--- config.mk ---
export PLATFORM = sky130hd
export DESIGN_NAME = trax_move_decoder
export DESIGN_NICKNAME = d
export VERILOG_FILES = /design/src/rtl/trax_move_decoder.sv
export SDC_FILE = /design/constraint.sdc
export NUM_CORES = 1
export LEC_CHECK = 0
export CAP_MARGIN = 10
export CORE_UTILIZATION = 50
export CTS_BUF_LIST = sky130_fd_sc_hd__clkbuf_4 sky130_fd_sc_hd__clkbuf_8
export CTS_CLUSTER_SIZE = 25
export DETAILED_ROUTE_END_ITERATION = 12
export GPL_TIMING_DRIVEN = 0
export PLACE_DENSITY = 0.71
export SYNTH_ARGS = -nofsm -noshare
export SYNTH_HDL_FRONTEND = slang
export SYNTH_SLANG_ARGS = --single-unit
export TNS_END_PERCENT = 10
--- constraint.sdc ---
create_clock -name clock -period 4.4 [get_ports clock]
set_clock_uncertainty 0.15 [all_clocks]
set_input_delay 0.88 -clock clock [delete_from_list [all_inputs] [get_ports clock]]
set_output_delay 0.88 -clock clock [all_outputs]
set_load 0.005 [all_outputs]
--- src/rtl/trax_move_decoder.sv ---
// Receive-side ASCII parser for the Trax UART link: turns the color line and
// move lines ("<letters><digits><type>\n") into the 22-bit move word.
module trax_move_decoder #(
    parameter int MAX_COL_LETTERS = 2,
    parameter int MAX_ROW_DIGITS  = 3,
    parameter int EXPECT_COLOR    = 1
) (
    input  logic        clock,
    input  logic        reset,
    input  logic [7:0]  rx_data,
    input  logic        rx_valid,
    output logic [21:0] move_out,
    output logic        move_valid,
    output logic        color,
    output logic        color_valid,
    output logic        parse_error,
    output logic        busy
);

    typedef enum logic [2:0] {
        S_COLOR,
        S_COLEOL,
        S_COL0,
        S_COL,
        S_ROW,
        S_EOL,
        S_ERR
    } state_t;

    localparam logic [1:0] MAX_LETTERS = 2'(MAX_COL_LETTERS);
    localparam logic [1:0] MAX_DIGITS  = 2'(MAX_ROW_DIGITS);

    state_t      state_q, state_d;
    logic [9:0]  col_acc_q, col_acc_d;
    logic [9:0]  row_acc_q, row_acc_d;
    logic [1:0]  letter_cnt_q, letter_cnt_d;
    logic [1:0]  digit_cnt_q, digit_cnt_d;
    logic [1:0]  type_q, type_d;
    logic        pend_color_q, pend_color_d;
    logic [21:0] move_q, move_d;
    logic        move_valid_q, move_valid_d;
    logic        color_q, color_d;
    logic        color_valid_q, color_valid_d;
    logic        parse_error_q, parse_error_d;

    logic        is_letter, is_digit, is_type, is_eol, is_cr, err;
    logic [4:0]  letter_val;
    logic [3:0]  digit_val;
    logic [1:0]  type_val;
    logic [9:0]  col_mul, row_mul;
    state_t      recover_state;

    // Byte classification: '@'..'Z' and '0'..'9' map to their values via the low bits.
    always_comb begin
        is_letter  = (rx_data >= 8'd64) && (rx_data <= 8'd90);
        is_digit   = (rx_data >= 8'd48) && (rx_data <= 8'd57);
        is_type    = (rx_data == 8'd43) || (rx_data == 8'd92) || (rx_data == 8'd47);
        is_eol     = (rx_data == 8'd10);
        is_cr      = (rx_data == 8'd13);
        letter_val = rx_data[4:0];
        digit_val  = rx_data[3:0];
        type_val   = (rx_data == 8'd92) ? 2'b01 : (rx_data == 8'd47) ? 2'b10 : 2'b00;
        col_mul    = col_acc_q * 10'd26;
        row_mul    = row_acc_q * 10'd10;
    end

    // NOTE: every signal gets a default before the case so no latch is inferred.
    always_comb begin
        state_d       = state_q;
        col_acc_d     = col_acc_q;
        row_acc_d     = row_acc_q;
        letter_cnt_d  = letter_cnt_q;
        digit_cnt_d   = digit_cnt_q;
        type_d        = type_q;
        pend_color_d  = pend_color_q;
        move_d        = move_q;
        move_valid_d  = 1'b0;
        color_d       = color_q;
        color_valid_d = color_valid_q;
        parse_error_d = 1'b0;
        err           = 1'b0;

        if ((EXPECT_COLOR != 0) && !color_valid_q) recover_state = S_COLOR;
        else                                        recover_state = S_COL0;

        if (rx_valid && !is_cr) begin
            case (state_q)
                S_COLOR: begin
                    if (rx_data == 8'd87 || rx_data == 8'd66) begin
                        pend_color_d = (rx_data == 8'd66);
                        state_d      = S_COLEOL;
                    end else err = 1'b1;
                end
                S_COLEOL: begin
                    if (is_eol) begin
                        color_d       = pend_color_q;
                        color_valid_d = 1'b1;
                        state_d       = S_COL0;
                    end else err = 1'b1;
                end
                S_COL0: begin
                    if (is_letter) begin
                        col_acc_d    = {5'd0, letter_val};
                        letter_cnt_d = 2'd1;
                        state_d      = S_COL;
                    end else if (!is_eol) err = 1'b1;
                end
                S_COL: begin
                    // A zero accumulator here means the first letter was '@', which ends the column.
                    if (is_letter && (letter_cnt_q < MAX_LETTERS) && (col_acc_q != 10'd0)
                        && (letter_val != 5'd0)) begin
                        col_acc_d    = col_mul + {5'd0, letter_val};
                        letter_cnt_d = letter_cnt_q + 2'd1;
                    end else if (is_digit) begin
                        row_acc_d   = {6'd0, digit_val};
                        digit_cnt_d = 2'd1;
                        state_d     = S_ROW;
                    end else err = 1'b1;
                end
                S_ROW: begin
                    if (is_digit && (digit_cnt_q < MAX_DIGITS)) begin
                        row_acc_d   = row_mul + {6'd0, digit_val};
                        digit_cnt_d = digit_cnt_q + 2'd1;
                    end else if (is_type) begin
                        type_d  = type_val;
                        state_d = S_EOL;
                    end else err = 1'b1;
                end
                S_EOL: begin
                    if (is_eol) begin
                        move_d       = {type_q, col_acc_q, row_acc_q};
                        move_valid_d = 1'b1;
                        state_d      = S_COL0;
                    end else err = 1'b1;
                end
                S_ERR: begin
                    if (is_eol) state_d = recover_state;
                end
                default: state_d = recover_state;
            endcase

            if (err) begin
                parse_error_d = 1'b1;
                state_d       = is_eol ? recover_state : S_ERR;
            end
        end
    end

    // NOTE: sequential state uses non-blocking assignments only.
    always_ff @(posedge clock or negedge reset) begin
        if (!reset) begin
            if (EXPECT_COLOR != 0) state_q <= S_COLOR;
            else                   state_q <= S_COL0;
            col_acc_q     <= '0;
            row_acc_q     <= '0;
            letter_cnt_q  <= '0;
            digit_cnt_q   <= '0;
            type_q        <= '0;
            pend_color_q  <= 1'b0;
            move_q        <= '0;
            move_valid_q  <= 1'b0;
            color_q       <= 1'b0;
            color_valid_q <= 1'b0;
            parse_error_q <= 1'b0;
        end else begin
            state_q       <= state_d;
            col_acc_q     <= col_acc_d;
            row_acc_q     <= row_acc_d;
            letter_cnt_q  <= letter_cnt_d;
            digit_cnt_q   <= digit_cnt_d;
            type_q        <= type_d;
            pend_color_q  <= pend_color_d;
            move_q        <= move_d;
            move_valid_q  <= move_valid_d;
            color_q       <= color_d;
            color_valid_q <= color_valid_d;
            parse_error_q <= parse_error_d;
        end
    end

    assign move_out    = move_q;
    assign move_valid  = move_valid_q;
    assign color       = color_q;
    assign color_valid = color_valid_q;
    assign parse_error = parse_error_q;
    assign busy        = (state_q != S_COLOR) && (state_q != S_COL0);

endmodule

==> impl_metrics.csv, run 1 <==
group,metric,value,unit
placed_design,placed_cell_area,0.004284,mm²
worst_setup_path,r2r.worst_path.cells,9,
global_route,antenna_found_initial,0,
placed_design,numPortBuffers,36,
timing,min_period_over_period,93.45,%
floorplanning,die_h,89.01,µm
synthesis,synth_top_area_cell,"dfrtp_1",
timing,worst_slew_pin_slew,1.120,ns
placed_design,detailed_place_hpwl,6234,µm
drt,dr_wl_met3,324,µm
outcome,status,"finished clean",
synthesis,synthCells,404,
drt,wl_met2,3708,µm
drt,vias_per_cell,5.476,
drt,totalWireLength,8022,µm
layout,area_growth,16.26,%
cts,cts_tree,"done",
hold_path,hold_start,"move_out[9]",
worst_setup_path,startpoint_type,"input port",
layout,instances_no_fill,548,
placed_design,gp_congestion,0.9589,
hold_path,hold_end,"move_out[9]",
worst_setup_path,required,4.46,ns
layout,fin_area,0.004400,mm²
synthesis,synth_top_cell_area_share,37.02,%
synthesis,synth_enable_flop_cells,0,
timing,setup_tns,0,ns
global_route,gr-usage-all-layers,21.88,%
placed_design,placed_cells,540,
power_and_ir_drop,p_leak,2.085,nW
layout,multiInputGateArea,0.002136,mm²
placed_design,post-place-ws,-0.1542,ns
power_and_ir_drop,powerDensity,744.5,mW/mm²
hold_path,min_path_cells,2,
cts,cts_setup_buffers,0,
cts,ctsHoldBuffers,0,
timing,hold_viol,0,
cts,cts_inserted_buffers,5,
cts,htreeDepth,2,
synthesis,yosysUniqueCellTypes,55,
global_route,grt_max_degree,42,
drt,wl_per_cell,14.64,µm
layout,final_cell_mix,"nand2_1 (57), dfrtp_1 (56), inv_1 (41)",
floorplanning,core_area,0.007292,mm²
layout,finalNetCount,501,
worst_setup_path,worstSetupEndpointType,"flip-flop",
synthesis,synth_seq_cells,56,
worst_setup_path,r2r_start,"row_acc_q[3]",
timing,fmax,0.2432,GHz
synthesis,synth_area_leaders,"dfrtp_1 (37%), ha_1 (11%), nand2_1 (5.7%)",
cts,clockBufferDepth,2,
synthesis,synthFlopType,"dfrtp_1",
hold_path,holdCritPathClass,"flip-flop to flip-flop",
global_route,grt_pass1_vias,2881,
timing,rsz0062_at_grt,"false",
cts,path_clk_slew,0.10,ns
drt,drc,0,
synthesis,netlist_area,0.003785,mm²
drt,top_layer_used,"met4",
drt,drt-met1-wl,3861,µm
layout,drive_above_1_share,7.572,%
synthesis,avgSynthCellArea,9.369,µm²
timing,hold_slack,0.3250,ns
drt,vias,3001,
global_route,overflow,0,
floorplanning,initial_utilization,51.90,%
layout,ff_latch_area,0.001401,mm²
cts,insertion_delay,0.31,ns
synthesis,synth.net_count,457,
timing,max_slew_margin,24.79,%
worst_setup_path,r2r_slack,1.01,ns
layout,fill_cells,686,
floorplanning,fp.dieArea,0.007922,mm²
power_and_ir_drop,vdd_drop_max,0.0004999,V
cts,cts_resized,0,
timing,report.final.slew_viol_count,0,
cts,cts_sinks,56,
global_route,grt_pass1_wl,13330,µm
cts,root_buffer,"clkbuf_8",
timing,period_minus_slack,4.112,ns
worst_setup_path,crit_arrival,4.17,ns
drt,drtIter0Drc,105,
layout,layout_commonest_cell,"nand2_1",
worst_setup_path,cp_max_fo,10,
worst_setup_path,critPathKind,"input port to flip-flop",
timing,setup_ws,0.2883,ns
synthesis,synthArstFlopShare,100.0,%
worst_setup_path,timing.rr.end,"row_acc_q[9]",
layout,n_antenna_cell,0,
drt,dr.pass1.iters,4,
drt,ant_nets,0,
flow_run,cap_violations,0,
synthesis,ys_seq_area_share,37.02,%
synthesis,ys_warn_count,0,
timing,setup_viol,0,
floorplanning,rows,31,
floorplanning,die_x,89.01,µm
floorplanning,io_pins,38,
-- worst max-delay path, cell delays in order --
cell and delay (ns):
clkdlybuf4s50_1 0.53, clkbuf_2 0.23, inv_1 0.13, fa_1 0.47, nor2b_1 0.17, o21ai_0 0.16
or3_1 0.38, or4b_2 0.65, xnor3_1 0.38, a22o_1 0.18
-- report_power, final --
group	total, W	internal, W	switching [W]
Combinational	0.00221	0.00104	0.00117
Clock	0.000351	0.000179	0.000172
Sequential	0.000716	0.000619	0.0000969
Total	0.00328	0.00183	0.00144
-- worst max-delay path by stage --
stage	from	endpoint	slack [ns]	depth (start not counted)
6_report	rx_data[2]	row_acc_q[9]	0.29	10
5_1_grt	rx_data[2]	row_acc_q[9]	0.17	10
4_1_cts	rx_data[2]	row_acc_q[9]	0.13	10
3_5_place_dp	rx_data[2]	row_acc_q[9]	-0.15	10
3_3_place_gp	rx_data[2]	row_acc_q[9]	-0.12	10
2_1_floorplan	rx_data[2]	row_acc_q[9]	0.71	9
-- layer usage --
layer / vias up / track usage [%]
met5: - / 0
met4: 0 / 5.628
met3: 12 / 3.878
met2: 74 / 35.66
met1: 1437 / 30.33
li1: 1478 / -
-- cells by family (layout without fill, tap and decap cells) --
family                     Yosys count  after routing  share of synthesized area, %
adders and majority gates           42             42                         15.47
xor gates and xnor gates            24             24                         6.281
and+or+nand+nor                    131            131                         17.85
buffers and inverters               57            102                         6.545
muxes                               10             10                         3.008
AOI/OAI and AO/OA                   84             84                         13.82
DFF                                 56             56                         37.02
-- through the flow --
step / utilization (%) / total power (W)
floorplan: - / 0.002493
global placement: 58.55 / 0.002875
detailed placement: 58.75 / 0.002933
CTS: 60.33 / 0.003297
global route: 60.35 / 0.003614
finish: 60.35 / 0.003276
-- layout make-up --
cell class	instances	area share (%)
plain buffers	16	2.161
clock buffers	6	1.734
clock inverters	2	0.8814
inverters	41	3.497
multi-input cells	291	48.54
flip-flops and latches	56	31.85
well taps	99	2.815
repair buffers	37	8.530
-- state kept, by name, indices dropped and copies added, names as in the netlist --
| register | flops |
|---|---|
| row_acc_q | 10 |
| color_valid | 1 |
| color | 1 |
| letter_cnt_q | 2 |
| move_valid | 1 |
| move_out | 22 |
| pend_color_q | 1 |
| digit_cnt_q | 2 |
| col_acc_q | 10 |
| state_q | 3 |
| type_q | 2 |
| parse_error | 1 |
-- cell usage after synthesis, types with 4 or more instances --
cell and n:
ha_1 34, fa_1 8, nor2b_1 5, or2_2 5
mux2i_1 5, nor3_1 6, clkbuf_1 9, a21oi_1 20
nand3_1 8, dfrtp_1 56, xor2_1 9, nor2_1 17
xnor2_1 13, a22o_1 7, buf_6 4, o21ai_1 11
nand2_1 57, inv_1 41, a21o_1 4, nor3b_1 5
o21ai_0 21
Note: power is estimated with default switching activity, not from simulation.
==> run 2, diff against run 1 <==
--- a/config.mk
+++ b/config.mk
@@ -11,7 +11,7 @@
 export CTS_CLUSTER_SIZE = 25
 export DETAILED_ROUTE_END_ITERATION = 12
 export GPL_TIMING_DRIVEN = 0
-export PLACE_DENSITY = 0.71
+export PLACE_DENSITY = 0.74
 export SYNTH_ARGS = -nofsm -noshare
 export SYNTH_HDL_FRONTEND = slang
 export SYNTH_SLANG_ARGS = --single-unit
==> constraint.sdc (replaced) <==
create_clock -name clock -period 3.3 [get_ports clock]
set_clock_uncertainty 0.15 [all_clocks]
set_input_delay 0.66 -clock clock [delete_from_list [all_inputs] [get_ports clock]]
set_output_delay 0.66 -clock clock [all_outputs]
set_load 0.005 [all_outputs]
==> run 2 against run 1 <==
  * Total power rose by 32%
  * Sequential share of layout area is 0.15 points lower
  * Final cell count stayed put
  * Hold slack lost 0.22 ns
  * Via count decreased by 0.60%
  * First-iteration DRC count grew 1.9%
  * Count of clock-buffer cells in the layout unchanged
  * Combinational power increased by 35%
  * Setup slack got worse by 0.24 ns
  * Sequential cell count unchanged
  * Critical endpoint is now col_acc_q[9]
  * Largest power group unchanged
==> impl_metrics.csv, run 2 (synthesized netlist as in run 1, its figures left out) <==
group,metric,value,unit
layout,final_cell_mix,"nand2_1 (57), dfrtp_1 (56), inv_1 (40)",
cts,root_buffer,"clkbuf_8",
floorplanning,die_x,89.01,µm
global_route,gr-usage-all-layers,22.17,%
worst_setup_path,required,3.38,ns
timing,max_slew_margin,35.10,%
cts,cts_sinks,56,
drt,vias,2983,
power_and_ir_drop,vdd_drop_max,0.0007334,V
floorplanning,fp.dieArea,0.007922,mm²
worst_setup_path,r2r.worst_path.cells,12,
timing,rsz0062_at_grt,"true",
timing,hold_slack,0.1058,ns
global_route,grt_pass1_wl,13450,µm
global_route,overflow,0,
drt,dr.pass1.iters,4,
timing,setup_viol,0,
layout,fill_cells,663,
floorplanning,rows,31,
drt,wl_per_cell,14.51,µm
floorplanning,core_area,0.007292,mm²
drt,vias_per_cell,5.443,
layout,area_growth,16.83,%
floorplanning,die_h,89.01,µm
timing,fmax,0.3077,GHz
timing,worst_slew_pin_slew,0.9661,ns
floorplanning,io_pins,38,
layout,ff_latch_area,0.001401,mm²
placed_design,placed_cell_area,0.004288,mm²
placed_design,numPortBuffers,36,
floorplanning,initial_utilization,51.90,%
layout,finalNetCount,501,
drt,drc,0,
worst_setup_path,r2r_slack,0.05,ns
cts,htreeDepth,2,
cts,clockBufferDepth,2,
worst_setup_path,cp_max_fo,5,
global_route,grt_pass1_vias,2930,
placed_design,detailed_place_hpwl,6254,µm
worst_setup_path,worstSetupEndpointType,"flip-flop",
layout,drive_above_1_share,9.577,%
global_route,grt_max_degree,43,
timing,min_period_over_period,98.49,%
hold_path,holdCritPathClass,"input port to asynchronous set/reset pin",
placed_design,gp_congestion,0.9026,
worst_setup_path,slowest_delay,0.45,ns
layout,multiInputGateArea,0.002167,mm²
worst_setup_path,startpoint_type,"flip-flop",
cts,path_clk_slew,0.10,ns
timing,report.final.slew_viol_count,0,
worst_setup_path,cp_num_buf_inv,2,
flow_run,cap_violations,0,
drt,ant_nets,0,
global_route,antenna_found_initial,0,
cts,insertion_delay,0.30,ns
power_and_ir_drop,p_leak,2.095,nW
drt,drtIter0Drc,107,
worst_setup_path,critical_path.cell_chain,"inv_1 -> ha_1 -> ha_1 -> ha_1 -> inv_1 -> fa_1 -> nand2b_1 -> a21oi_1 -> xor2_1 -> nand3_1 -> xnor3_1 -> o22ai_1",
timing,setup_ws,0.04988,ns
worst_setup_path,critPathKind,"flip-flop to flip-flop",
layout,n_antenna_cell,0,
placed_design,post-place-ws,-0.7815,ns
timing,hold_viol,0,
drt,totalWireLength,7950,µm
layout,largest_register_ffs,22,
timing,period_minus_slack,3.250,ns
cts,cts_tree,"done",
worst_setup_path,path_delay_family,"adder cells",
cts,cts_inserted_buffers,5,
worst_setup_path,critical_path_depth,12,
worst_setup_path,cp_slowest_cell,"dfrtp_1",
layout,fin_area,0.004422,mm²
timing,setup_tns,0,ns
worst_setup_path,crit_arrival,3.33,ns
worst_setup_path,cpMostUsedCell,"ha_1",
outcome,status,"finished clean",
layout,layout_commonest_cell,"nand2_1",
power_and_ir_drop,powerDensity,976.4,mW/mm²
-- run 2: cell types whose count changed in the layout (fill, tap and decap cells not counted), moves of 2 or more --
cell / delta
clkdlybuf4s15_2: +2
clkdlybuf4s50_1: -4
nor3b_1: -2
nor3b_2: +2
-- run 2: layout make-up --
cell class	instances	share of cell area [%]
multi-input combinational	291	49.01
clock inverter	2	0.3679
sequential	56	31.69
clock buffer	6	1.726
inverter	41	3.480
tap	99	2.801
timing repair buffer	37	8.574
buffer	16	2.349
-- run 2: path summary, 6_finish.rpt --
path                                       from         endpoint
min in group clock              letter_cnt_q[0]  letter_cnt_q[0]
worst max register to register     col_acc_q[1]     col_acc_q[9]
worst max-delay path               col_acc_q[1]     col_acc_q[9]
max in group asynchronous                 reset     move_out[15]
worst min register to register  letter_cnt_q[0]  letter_cnt_q[0]
worst min-delay path                      reset      color_valid
-- run 2: per-stage QoR --
step           instances  util [%]  power, W
6_report             548     60.64  0.004317
5_1_grt              548     60.64  0.004791
4_1_cts              548     60.45  0.004336
3_5_place_dp         540     58.80  0.003902
3_3_place_gp         539     58.60  0.003823
2_1_floorplan        404         -  0.003326
-- run 2: what timing repair did --
| item | CTS | global route |
|---|---|---|
| setup buffers | 0 | 0 |
| gates cloned | 0 | 0 |
| endpoints found under the setup margin | 39 | 37 |
| resized for setup | 12 | 3 |
| pin swaps | 1 | 0 |
| hold buffers | 0 | 0 |
-- run 2: layer usage --
metal / GRT usage [%] / up-vias / part of all wire [%]
li1: - / 1477 / -
met1: 29.66 / 1429 / 48
met2: 37.41 / 70 / 47
met3: 3.509 / 7 / 3.5
met4: 6.494 / 0 / 1.0
met5: 0 / - / 0
-- run 2: where the power goes --
part           internal [W]  switching (W)  total [W]
logic               0.00140        0.00158    0.00298
registers          0.000825       0.000130   0.000954
clock network      0.000160       0.000224   0.000384
total               0.00238        0.00193    0.00432
==> run 3, diff against run 2 <==
--- a/config.mk
+++ b/config.mk
@@ -6,12 +6,13 @@
 export NUM_CORES = 1
 export LEC_CHECK = 0
 export CAP_MARGIN = 10
-export CORE_UTILIZATION = 50
+export CORE_UTILIZATION = 59
 export CTS_BUF_LIST = sky130_fd_sc_hd__clkbuf_4 sky130_fd_sc_hd__clkbuf_8
+export CTS_CLUSTER_DIAMETER = 40
 export CTS_CLUSTER_SIZE = 25
 export DETAILED_ROUTE_END_ITERATION = 12
 export GPL_TIMING_DRIVEN = 0
-export PLACE_DENSITY = 0.74
+export PLACE_DENSITY = 0.82
 export SYNTH_ARGS = -nofsm -noshare
 export SYNTH_HDL_FRONTEND = slang
 export SYNTH_SLANG_ARGS = --single-unit
==> constraint.sdc (replaced) <==
create_clock -name clock -period 3.62 [get_ports clock]
set_clock_uncertainty 0.15 [all_clocks]
set_input_delay 0.724 -clock clock [delete_from_list [all_inputs] [get_ports clock]]
set_output_delay 0.724 -clock clock [all_outputs]
set_load 0.005 [all_outputs]
==> run 3 against run 2 <==
  * Final cell count down 4.4%
  * Combinational power down 6%
  * Hold slack better by 0.10 ns
  * Register-to-register slack better by 0.15 ns
  * Count of clock-buffer cells in the layout down 1
  * Critical endpoint is now row_acc_q[9]
  * Largest cell class unchanged
  * Highest routed layer unchanged
==> impl_metrics.csv, run 3 (synthesized netlist as in run 1, its figures left out) <==
group,metric,value,unit
worst_setup_path,worstSetupEndpointType,"flip-flop",
drt,totalWireLength,8645,µm
layout,finalNetCount,502,
layout,final_cell_mix,"nand2_1 (57), dfrtp_1 (56), inv_1 (41)",
cts,cts_inserted_buffers,5,
drt,drtIter0Drc,162,
cts,htreeDepth,2,
cts,insertion_delay,0.31,ns
worst_setup_path,startpoint_type,"input port",
placed_design,gp_congestion,0.8951,
cts,cts_tree,"done",
power_and_ir_drop,power,0.004149,W
power_and_ir_drop,internal_power,0.002300,W
cts,path_clk_slew,0.10,ns
layout,drive_above_1_share,8.686,%
power_and_ir_drop,p_switching,0.001849,W
power_and_ir_drop,powerDensity,939.9,mW/mm²
timing,setup_viol,0,
timing,fmax,0.2824,GHz
drt,wl_per_cell,16.50,µm
timing,report.final.slew_viol_count,0,
layout,layout_commonest_cell,"nand2_1",
drt,vias_per_cell,5.971,
global_route,grt_pass1_vias,3082,
power_and_ir_drop,combPwrFrac,67.5,%
drt,drc,0,
layout,final_util,72.83,%
floorplanning,fp.dieArea,0.006740,mm²
layout,area_growth,16.63,%
layout,fill_cells,452,
worst_setup_path,critPathKind,"input port to flip-flop",
drt,ant_nets,0,
timing,min_period_over_period,97.83,%
floorplanning,rows,28,
cts,root_buffer,"clkbuf_8",
hold_path,holdCritPathClass,"input port to asynchronous set/reset pin",
power_and_ir_drop,pwr-share-seq,21.1,%
power_and_ir_drop,p_leak,2.104,nW
flow_run,cap_violations,0,
global_route,grt_max_degree,38,
floorplanning,die_h,82.10,µm
worst_setup_path,cp_max_fo,10,
global_route,overflow,0,
timing,max_slew_margin,31.26,%
layout,largest_register_ffs,22,
floorplanning,die_x,82.10,µm
outcome,status,"finished clean",
floorplanning,core_area,0.006061,mm²
power_and_ir_drop,clkPwrFrac,11.3,%
placed_design,numPortBuffers,36,
cts,clockBufferDepth,2,
timing,worst_slew_pin_slew,1.023,ns
placed_design,detailed_place_hpwl,6430,µm
cts,ctsHoldBuffers,0,
timing,period_minus_slack,3.541,ns
cts,cts_sinks,56,
timing,hold_viol,0,
floorplanning,initial_utilization,62.45,%
power_and_ir_drop,vdd_drop_max,0.0007704,V
global_route,antenna_found_initial,0,
worst_setup_path,required,3.68,ns
worst_setup_path,crit_arrival,3.60,ns
global_route,gr-usage-all-layers,28.05,%
power_and_ir_drop,swShare,44.56,%
global_route,grt_pass1_wl,14190,µm
layout,n_antenna_cell,0,
drt,dr.pass1.iters,4,
floorplanning,io_pins,38,
drt,vias,3129,
-- run 3: repair_timing --
| item | in CTS | in global routing |
|---|---|---|
| gates resized for setup | 11 | 3 |
| pin swaps | 0 | 1 |
| buffers inserted | 0 | 1 |
| endpoints found under the setup margin | 11 | 1 |
| endpoints found under the hold margin | 0 | 0 |
-- run 3: metal layers --
| layer | up-vias | GRT usage [%] | wire length [µm] | part of all wire, % |
|---|---|---|---|---|
| li1 | 1477 | - | - | - |
| met1 | 1520 | 37.60 | 3963 | 46 |
| met2 | 121 | 46.86 | 4048 | 47 |
| met3 | 11 | 4.066 | 545 | 6.3 |
| met4 | 0 | 8.772 | 87 | 1.0 |
| met5 | - | 0 | 0 | 0 |
-- run 3: final timing paths --
path / start / to / slack (ns) / cells past startpoint
max: rx_data[2] / row_acc_q[9] / 0.08 / 10
min: reset / move_out[15] / 0.21 / 1
max reg2reg: row_acc_q[3] / row_acc_q[9] / 0.20 / 9
min reg2reg: move_out[7] / move_out[7] / 0.33 / 2
max in group asynchronous: reset / parse_error / 2.55 / 2
min in group clock: move_out[7] / move_out[7] / 0.33 / 2
-- run 3: layout make-up --
| class | count | area (µm²) | area share [%] |
|---|---|---|---|
| plain buffers | 16 | 103.9 | 2.353 |
| clock buffers | 5 | 68.82 | 1.559 |
| clock inverters | 2 | 60.06 | 1.361 |
| inverters | 41 | 153.9 | 3.486 |
| multi-input cells | 291 | 2148 | 48.67 |
| flip-flops and latches | 56 | 1401 | 31.75 |
| well taps | 75 | 93.84 | 2.126 |
| repair buffers | 38 | 384.1 | 8.702 |
-- run 3: power groups by stage --
| stage | clock network (W) | logic [W] | registers, W |
|---|---|---|---|
| 2_1_floorplan | 0 | 0.00218 | 0.000846 |
| 3_3_place_gp | 0 | 0.00260 | 0.000881 |
| 3_5_place_dp | 0 | 0.00273 | 0.000885 |
| 4_1_cts | 0.000474 | 0.00277 | 0.000872 |
| 5_1_grt | 0.000497 | 0.00316 | 0.000892 |
| 6_report | 0.000471 | 0.00280 | 0.000877 |
-- run 3: per-stage QoR --
| step | hold slack (ns) | area, µm² | worst slack, ns | instances | TNS (ns) |
|---|---|---|---|---|---|
| 2_1_floorplan | 0.2784 | 3785 | 0.08794 | 404 | 0 |
| 3_3_place_gp | 0.2992 | 4239 | -0.8398 | 515 | -11.46 |
| 3_5_place_dp | 0.3085 | 4254 | -0.8604 | 516 | -11.50 |
| 4_1_cts | 0.2150 | 4402 | 0.005155 | 523 | 0 |
| 5_1_grt | 0.2386 | 4414 | -0.004708 | 524 | -0.004708 |
| 6_report | 0.2089 | 4414 | 0.07872 | 524 | 0 |
-- run 3: worst max-delay path, cell delays in order --
cell             delay [ns]
clkdlybuf4s15_2        0.24
clkbuf_8               0.18
inv_1                  0.10
fa_2                   0.43
nor2b_2                0.16
o21ai_1                0.11
or3_1                  0.41
or4b_2                 0.65
xnor3_1                0.40
a22o_1                 0.18
